## src/rtl/memory_arbiter.sv

```systemverilog
// Two-requester (core / debug) arbiter in front of a single-port synchronous memory.
// Round-robin on ties, debug bus lock with a bounded core-starvation override.
module memory_arbiter #(
    parameter int   MAX_LOCK    = 16,
    parameter logic RESET_OWNER = 1'b1
) (
    input  logic        clk,
    input  logic        rst,

    input  logic        core_req,
    input  logic        core_wr_ena,
    input  logic [31:0] core_addr,
    input  logic [31:0] core_wr_data,
    output logic        core_gnt,
    output logic        core_rd_valid,
    output logic [31:0] core_rd_data,

    input  logic        dbg_req,
    input  logic        dbg_wr_ena,
    input  logic        dbg_lock,
    input  logic [31:0] dbg_addr,
    input  logic [31:0] dbg_wr_data,
    output logic        dbg_gnt,
    output logic        dbg_rd_valid,
    output logic [31:0] dbg_rd_data,

    output logic [31:0] mem_addr,
    output logic [31:0] mem_wr_data,
    output logic        mem_wr_ena,
    input  logic [31:0] mem_rd_data
);

    localparam int CW = $clog2(MAX_LOCK + 1);

    typedef enum logic [1:0] {
        S_IDLE,
        S_CORE,
        S_DBG,
        S_DBG_LOCK
    } state_t;

    state_t          state_q, state_d;
    logic            last_owner_q, last_owner_d;   // 1 = debug granted last
    logic [CW-1:0]   lock_cnt_q, lock_cnt_d;
    logic            core_rd_valid_q, core_rd_valid_d;
    logic            dbg_rd_valid_q, dbg_rd_valid_d;

    logic            locked;
    logic            lock_override;

    always_ff @(posedge clk) begin
        if (rst) begin
            state_q         <= S_IDLE;
            last_owner_q    <= RESET_OWNER;
            lock_cnt_q      <= '0;
            core_rd_valid_q <= 1'b0;
            dbg_rd_valid_q  <= 1'b0;
        end else begin
            state_q         <= state_d;
            last_owner_q    <= last_owner_d;
            lock_cnt_q      <= lock_cnt_d;
            core_rd_valid_q <= core_rd_valid_d;
            dbg_rd_valid_q  <= dbg_rd_valid_d;
        end
    end

    // Lock only holds while dbg_lock stays high; dropping it falls straight back
    // to normal arbitration in the same cycle.
    assign locked        = (state_q == S_DBG_LOCK) && dbg_lock;
    assign lock_override = locked && core_req && (lock_cnt_q == CW'(MAX_LOCK));

    always_comb begin
        core_gnt     = 1'b0;
        dbg_gnt      = 1'b0;
        state_d      = state_q;
        last_owner_d = last_owner_q;
        lock_cnt_d   = '0;

        if (!rst) begin
            if (locked) begin
                if (lock_override) begin
                    core_gnt = 1'b1;
                end else begin
                    dbg_gnt = dbg_req;
                end
            end else if (core_req && dbg_req) begin
                if (last_owner_q) begin
                    core_gnt = 1'b1;
                end else begin
                    dbg_gnt = 1'b1;
                end
            end else begin
                core_gnt = core_req;
                dbg_gnt  = dbg_req;
            end
        end

        if (locked) begin
            // The override grant does not break the lock, it only restarts the count.
            state_d = S_DBG_LOCK;
            if (core_req && !lock_override) begin
                lock_cnt_d = lock_cnt_q + CW'(1);
            end
        end else if (dbg_gnt && dbg_lock) begin
            state_d = S_DBG_LOCK;
        end else if (core_gnt) begin
            state_d = S_CORE;
        end else if (dbg_gnt) begin
            state_d = S_DBG;
        end else begin
            state_d = S_IDLE;
        end

        if (core_gnt) begin
            last_owner_d = 1'b0;
        end else if (dbg_gnt) begin
            last_owner_d = 1'b1;
        end

        core_rd_valid_d = core_gnt && !core_wr_ena;
        dbg_rd_valid_d  = dbg_gnt && !dbg_wr_ena;
    end

    always_comb begin
        mem_addr    = core_addr;
        mem_wr_data = '0;
        mem_wr_ena  = 1'b0;
        if (core_gnt) begin
            mem_addr    = core_addr;
            mem_wr_data = core_wr_data;
            mem_wr_ena  = core_wr_ena;
        end else if (dbg_gnt) begin
            mem_addr    = dbg_addr;
            mem_wr_data = dbg_wr_data;
            mem_wr_ena  = dbg_wr_ena;
        end
    end

    // A reset arriving while a read is in flight suppresses its valid pulse.
    assign core_rd_valid = core_rd_valid_q && !rst;
    assign dbg_rd_valid  = dbg_rd_valid_q && !rst;
    assign core_rd_data  = mem_rd_data;
    assign dbg_rd_data   = mem_rd_data;

endmodule

```

## config.mk

```make
export PLATFORM = sky130hd
export DESIGN_NAME = memory_arbiter
export DESIGN_NICKNAME = d
export VERILOG_FILES = /design/src/rtl/memory_arbiter.sv
export SDC_FILE = /design/constraint.sdc
export NUM_CORES = 1
export LEC_CHECK = 0
export BUFFER_PORTS_ARGS = -buffer_cell sky130_fd_sc_hd__buf_2
export CORE_AREA = 8 8 112 114
export CTS_CLUSTER_SIZE = 10
export DETAILED_ROUTE_END_ITERATION = 12
export DIE_AREA = 0 0 120 122
export MAX_ROUTING_LAYER = met4
export PLACE_DENSITY = 0.59
export SLEW_MARGIN = 20
export SYNTH_ARGS = -nofsm -noshare
export SYNTH_HDL_FRONTEND = slang
export SYNTH_SLANG_ARGS = --single-unit
```

## constraint.sdc

```tcl
create_clock -name clk -period 4.06 [get_ports clk]
set_input_delay 0.812 -clock clk [delete_from_list [all_inputs] [get_ports clk]]
set_output_delay 0.812 -clock clk [all_outputs]
set_load 0.01 [all_outputs]
```

==> impl_metrics.csv <==
group,metric,value,unit
clock_network,post-cts-setup-buffers,0,
setup_path,max_stage_delay,0.40,ns
logic_synthesis,seq_area_frac_synth,11.58,%
die,die-area,14640,sq um
timing,hold_viol,0,
drt,drc_errors,0,
global_routing,grt-ovfl-total,0,
die,row_count,38,
setup_path,crit_required,3.25,ns
power,p_total,427.4,uW
timing,post-route-period-util,77.37,%
cells_and_area,fillers,1184,
timing,maxClockFrequency,318.3,MHz
global_routing,antenna_found_initial,1,
clock_network,ctsLongestPathBuffers,2,
clock_network,numCtsBuffers,3,
timing,rsz0062_at_grt,"no",
setup_path,cpMostUsedCell,"buf_2",
place,dpl_cell_area,2338,sq um
global_routing,grt_pass1_wl,11.54,mm
place,place.gp.congestion,0.7622,
worst_hold_path,hold_path.class,"reg2reg",
setup_path,end_kind,"primary output",
clock_network,cts.sinks,10,
setup_path,crit_end,"mem_addr[26]",
cells_and_area,area_growth,37.77,%
logic_synthesis,synth_top_area_share,27.79,%
setup_path,cp-startpoint,"dbg_lock",
global_routing,grtUsageTotal,9.859,%
cells_and_area,fin_cells,463,
logic_synthesis,synth_common_cells,"buf_4 (64), a22o_1 (33), mux2_2 (20)",
drt,dr_total_vias,1842,
clock_network,clock_latency,0.23,ns
logic_synthesis,avgSynthCellArea,9.198,sq um
setup_path,reg2reg_depth,7,
cells_and_area,drive_gt1_share,72.36,%
clock_network,cts-root-buf,"clkbuf_8",
logic_synthesis,ys_types,26,
die,start_util,16.16,%
place,io_buffers,203,
timing,maxSlewViolCount,0,
setup_path,cp-start-kind,"input pin",
logic_synthesis,yosysMostFrequentCell,"buf_4",
status,status,"complete, no violations",
power,p_per_area,179.4,nW/um^2
power,p_leak,1.279,nW
setup_path,r2r_end,"state_q[0]$_SDFF_PP0_",
setup_path,critical_path_class,"in2out",
logic_synthesis,async_flop_share,0,%
setup_path,arrival,2.33,ns
setup_path,r2r-start,"lock_cnt_q[0]$_SDFF_PP0_",
drt,ant_nets,0,
die,core_area,10700,sq um
logic_synthesis,ys_warn_count,0,
logic_synthesis,synth-edff-count,0,
global_routing,grt_max_degree,41,
cells_and_area,final_cell_area,2382,sq um
clock_network,path_clk_slew,0.05,ns
place,dp_cells,459,
die,die_height,122,um
drt,routed_wl,7.401,mm
logic_synthesis,ys_ff_latch,10,
clock_network,ctsHoldBuffers,0,
logic_synthesis,synth_nets,357,
logic_synthesis,syn_area,1729,sq um
logic_synthesis,synthTopCellsByArea,"buf_4 (28%), a22o_1 (17%), mux2_2 (13%)",
job,cap_violations,0,
logic_synthesis,syn_inst,188,
setup_path,crit_path_max_fanout,40,
setup_path,reg2reg_slack,2.43,ns
timing,worstMarginPinSlew,0.4562,ns
drt,drt-initial-drc-count,38,
timing,final.setup.tns,0,ns
drt,drt_pass1_iterations,2,
global_routing,grt_pass1_vias,2244,
die,dieWidth,120,um
setup_path,crit_chain,"buf_2 > and3_4 > o22ai_4 > nor2_4 > buf_4 > mux2_1 > buf_2",
logic_synthesis,yosys.area.top_type,"buf_4",
timing,setup_viol,0,
power,ir_drop,93.69,uV
timing,fin_skew,0.0009471,ns
place,dp_hpwl,6.669,mm
setup_path,cp_slowest_cell,"buf_4",
drt,vias_per_cell,3.978,
clock_network,htree_num_levels,1,
clock_network,cts_resized,0,
timing,fin_crit,3.141,ns
timing,slew_headroom,69.59,%
clock_network,cts_tree,"yes",
die,pin_count,300,
logic_synthesis,synth-main-ff-cell,"dfxtp_1",
cells_and_area,fin_nets,493,
drt,wl_per_cell,15.98,um
## power by group
group	switching, mW	internal [mW]
clock network	0.0354	0.0647
logic	0.103	0.121
registers	0.00178	0.102
total	0.140	0.287
## metrics by stage
step | hold WS (ns) | util (%) | worst slack (ns)
3_5_place_dp | 0.4534 | 21.86 | 0.8771
3_3_place_gp | 0.4431 | 21.86 | 0.9449
6_report | 0.4657 | 22.27 | 0.9187
2_1_floorplan | 0.4297 | - | 1.444
4_1_cts | 0.4735 | 22.25 | 0.8785
5_1_grt | 0.5205 | 22.27 | 0.8155
## worst max-delay path: cells and delay by family
| kind | cells | cell delay (ns) |
|---|---|---|
| compound gates | 1 | 0.10 |
| mux | 1 | 0.39 |
| buf+inv | 3 | 0.66 |
| simple gates | 2 | 0.34 |
## flip-flops by register name, indices dropped and copies added (netlist names)
signal           cells
dbg_rd_valid_q       1
lock_cnt_q           5
state_q              2
core_rd_valid_q      1
last_owner_q         1
## area by class of cell
cell class | count | area, sq um | share of cell area (%)
timing repair buffer | 206 | 1039 | 43.59
multi-input combinational | 100 | 913.4 | 38.34
sequential | 10 | 200.2 | 8.403
tap | 140 | 175.2 | 7.353
clock buffer | 3 | 41.29 | 1.733
inverter | 3 | 11.26 | 0.4727
antenna | 1 | 2.502 | 0.1050
## worst min-delay path by stage
stage | cells past startpoint | endpoint | slack (ns) | startpoint
after detailed placement | 1 | lock_cnt_q[0]$_SDFF_PP0_ | 0.45 | lock_cnt_q[0]$_SDFF_PP0_
after global routing | 1 | lock_cnt_q[0]$_SDFF_PP0_ | 0.52 | lock_cnt_q[0]$_SDFF_PP0_
final | 1 | lock_cnt_q[0]$_SDFF_PP0_ | 0.47 | lock_cnt_q[0]$_SDFF_PP0_
after global placement | 1 | lock_cnt_q[0]$_SDFF_PP0_ | 0.44 | lock_cnt_q[0]$_SDFF_PP0_
after floorplan | 1 | lock_cnt_q[0]$_SDFF_PP0_ | 0.43 | lock_cnt_q[0]$_SDFF_PP0_
after CTS | 1 | lock_cnt_q[0]$_SDFF_PP0_ | 0.47 | lock_cnt_q[0]$_SDFF_PP0_
## cell usage in the layout, fill, tap and decap left out
master and n:
o22ai_4 1, o22ai_1 1, xnor2_1 1, ha_1 2, buf_4 3, nor2b_1 5
and3_4 1, buf_2 203, mux2_2 20, nor2_1 7, inv_1 3, nor3_1 1
nand4_1 1, o2bb2ai_1 1, nand3_1 3, xor2_1 2, dfxtp_1 10, nand2_1 3
mux2_1 12, nor2_4 1, and4b_1 1, nand2b_1 1, a22o_1 33, diode_2 1
clkbuf_8 3, nand4bb_4 1, nand4b_1 1, o21bai_1 1
## kinds of logic (layout without fill, tap and decap cells)
group | count (synthesis) | count (layout) | synth area share (%)
buffers and inverters | 78 | 212 | 35.60
AO/OA/AOI/OAI | 37 | 37 | 19.18
adder cells (fa/ha/maj) | 2 | 2 | 1.447
AND/OR/NAND/NOR | 26 | 26 | 9.841
multiplexers | 32 | 32 | 20.84
other | 0 | 1 | 0
XOR/XNOR | 3 | 3 | 1.520
flip-flops | 10 | 10 | 11.58
## routing by layer
| layer | vias up | global-route usage (%) | wire [um] | part of all wire, % |
|---|---|---|---|---|
| met5 | - | - | 0 | 0 |
| met4 | 0 | 2.264 | 124 | 1.7 |
| met3 | 18 | 4.026 | 849 | 11 |
| met2 | 140 | 17.36 | 3606 | 49 |
| met1 | 807 | 10.09 | 2820 | 38 |
| li1 | 877 | - | - | - |
No activity file was read; power rests on OpenSTA's default activity.
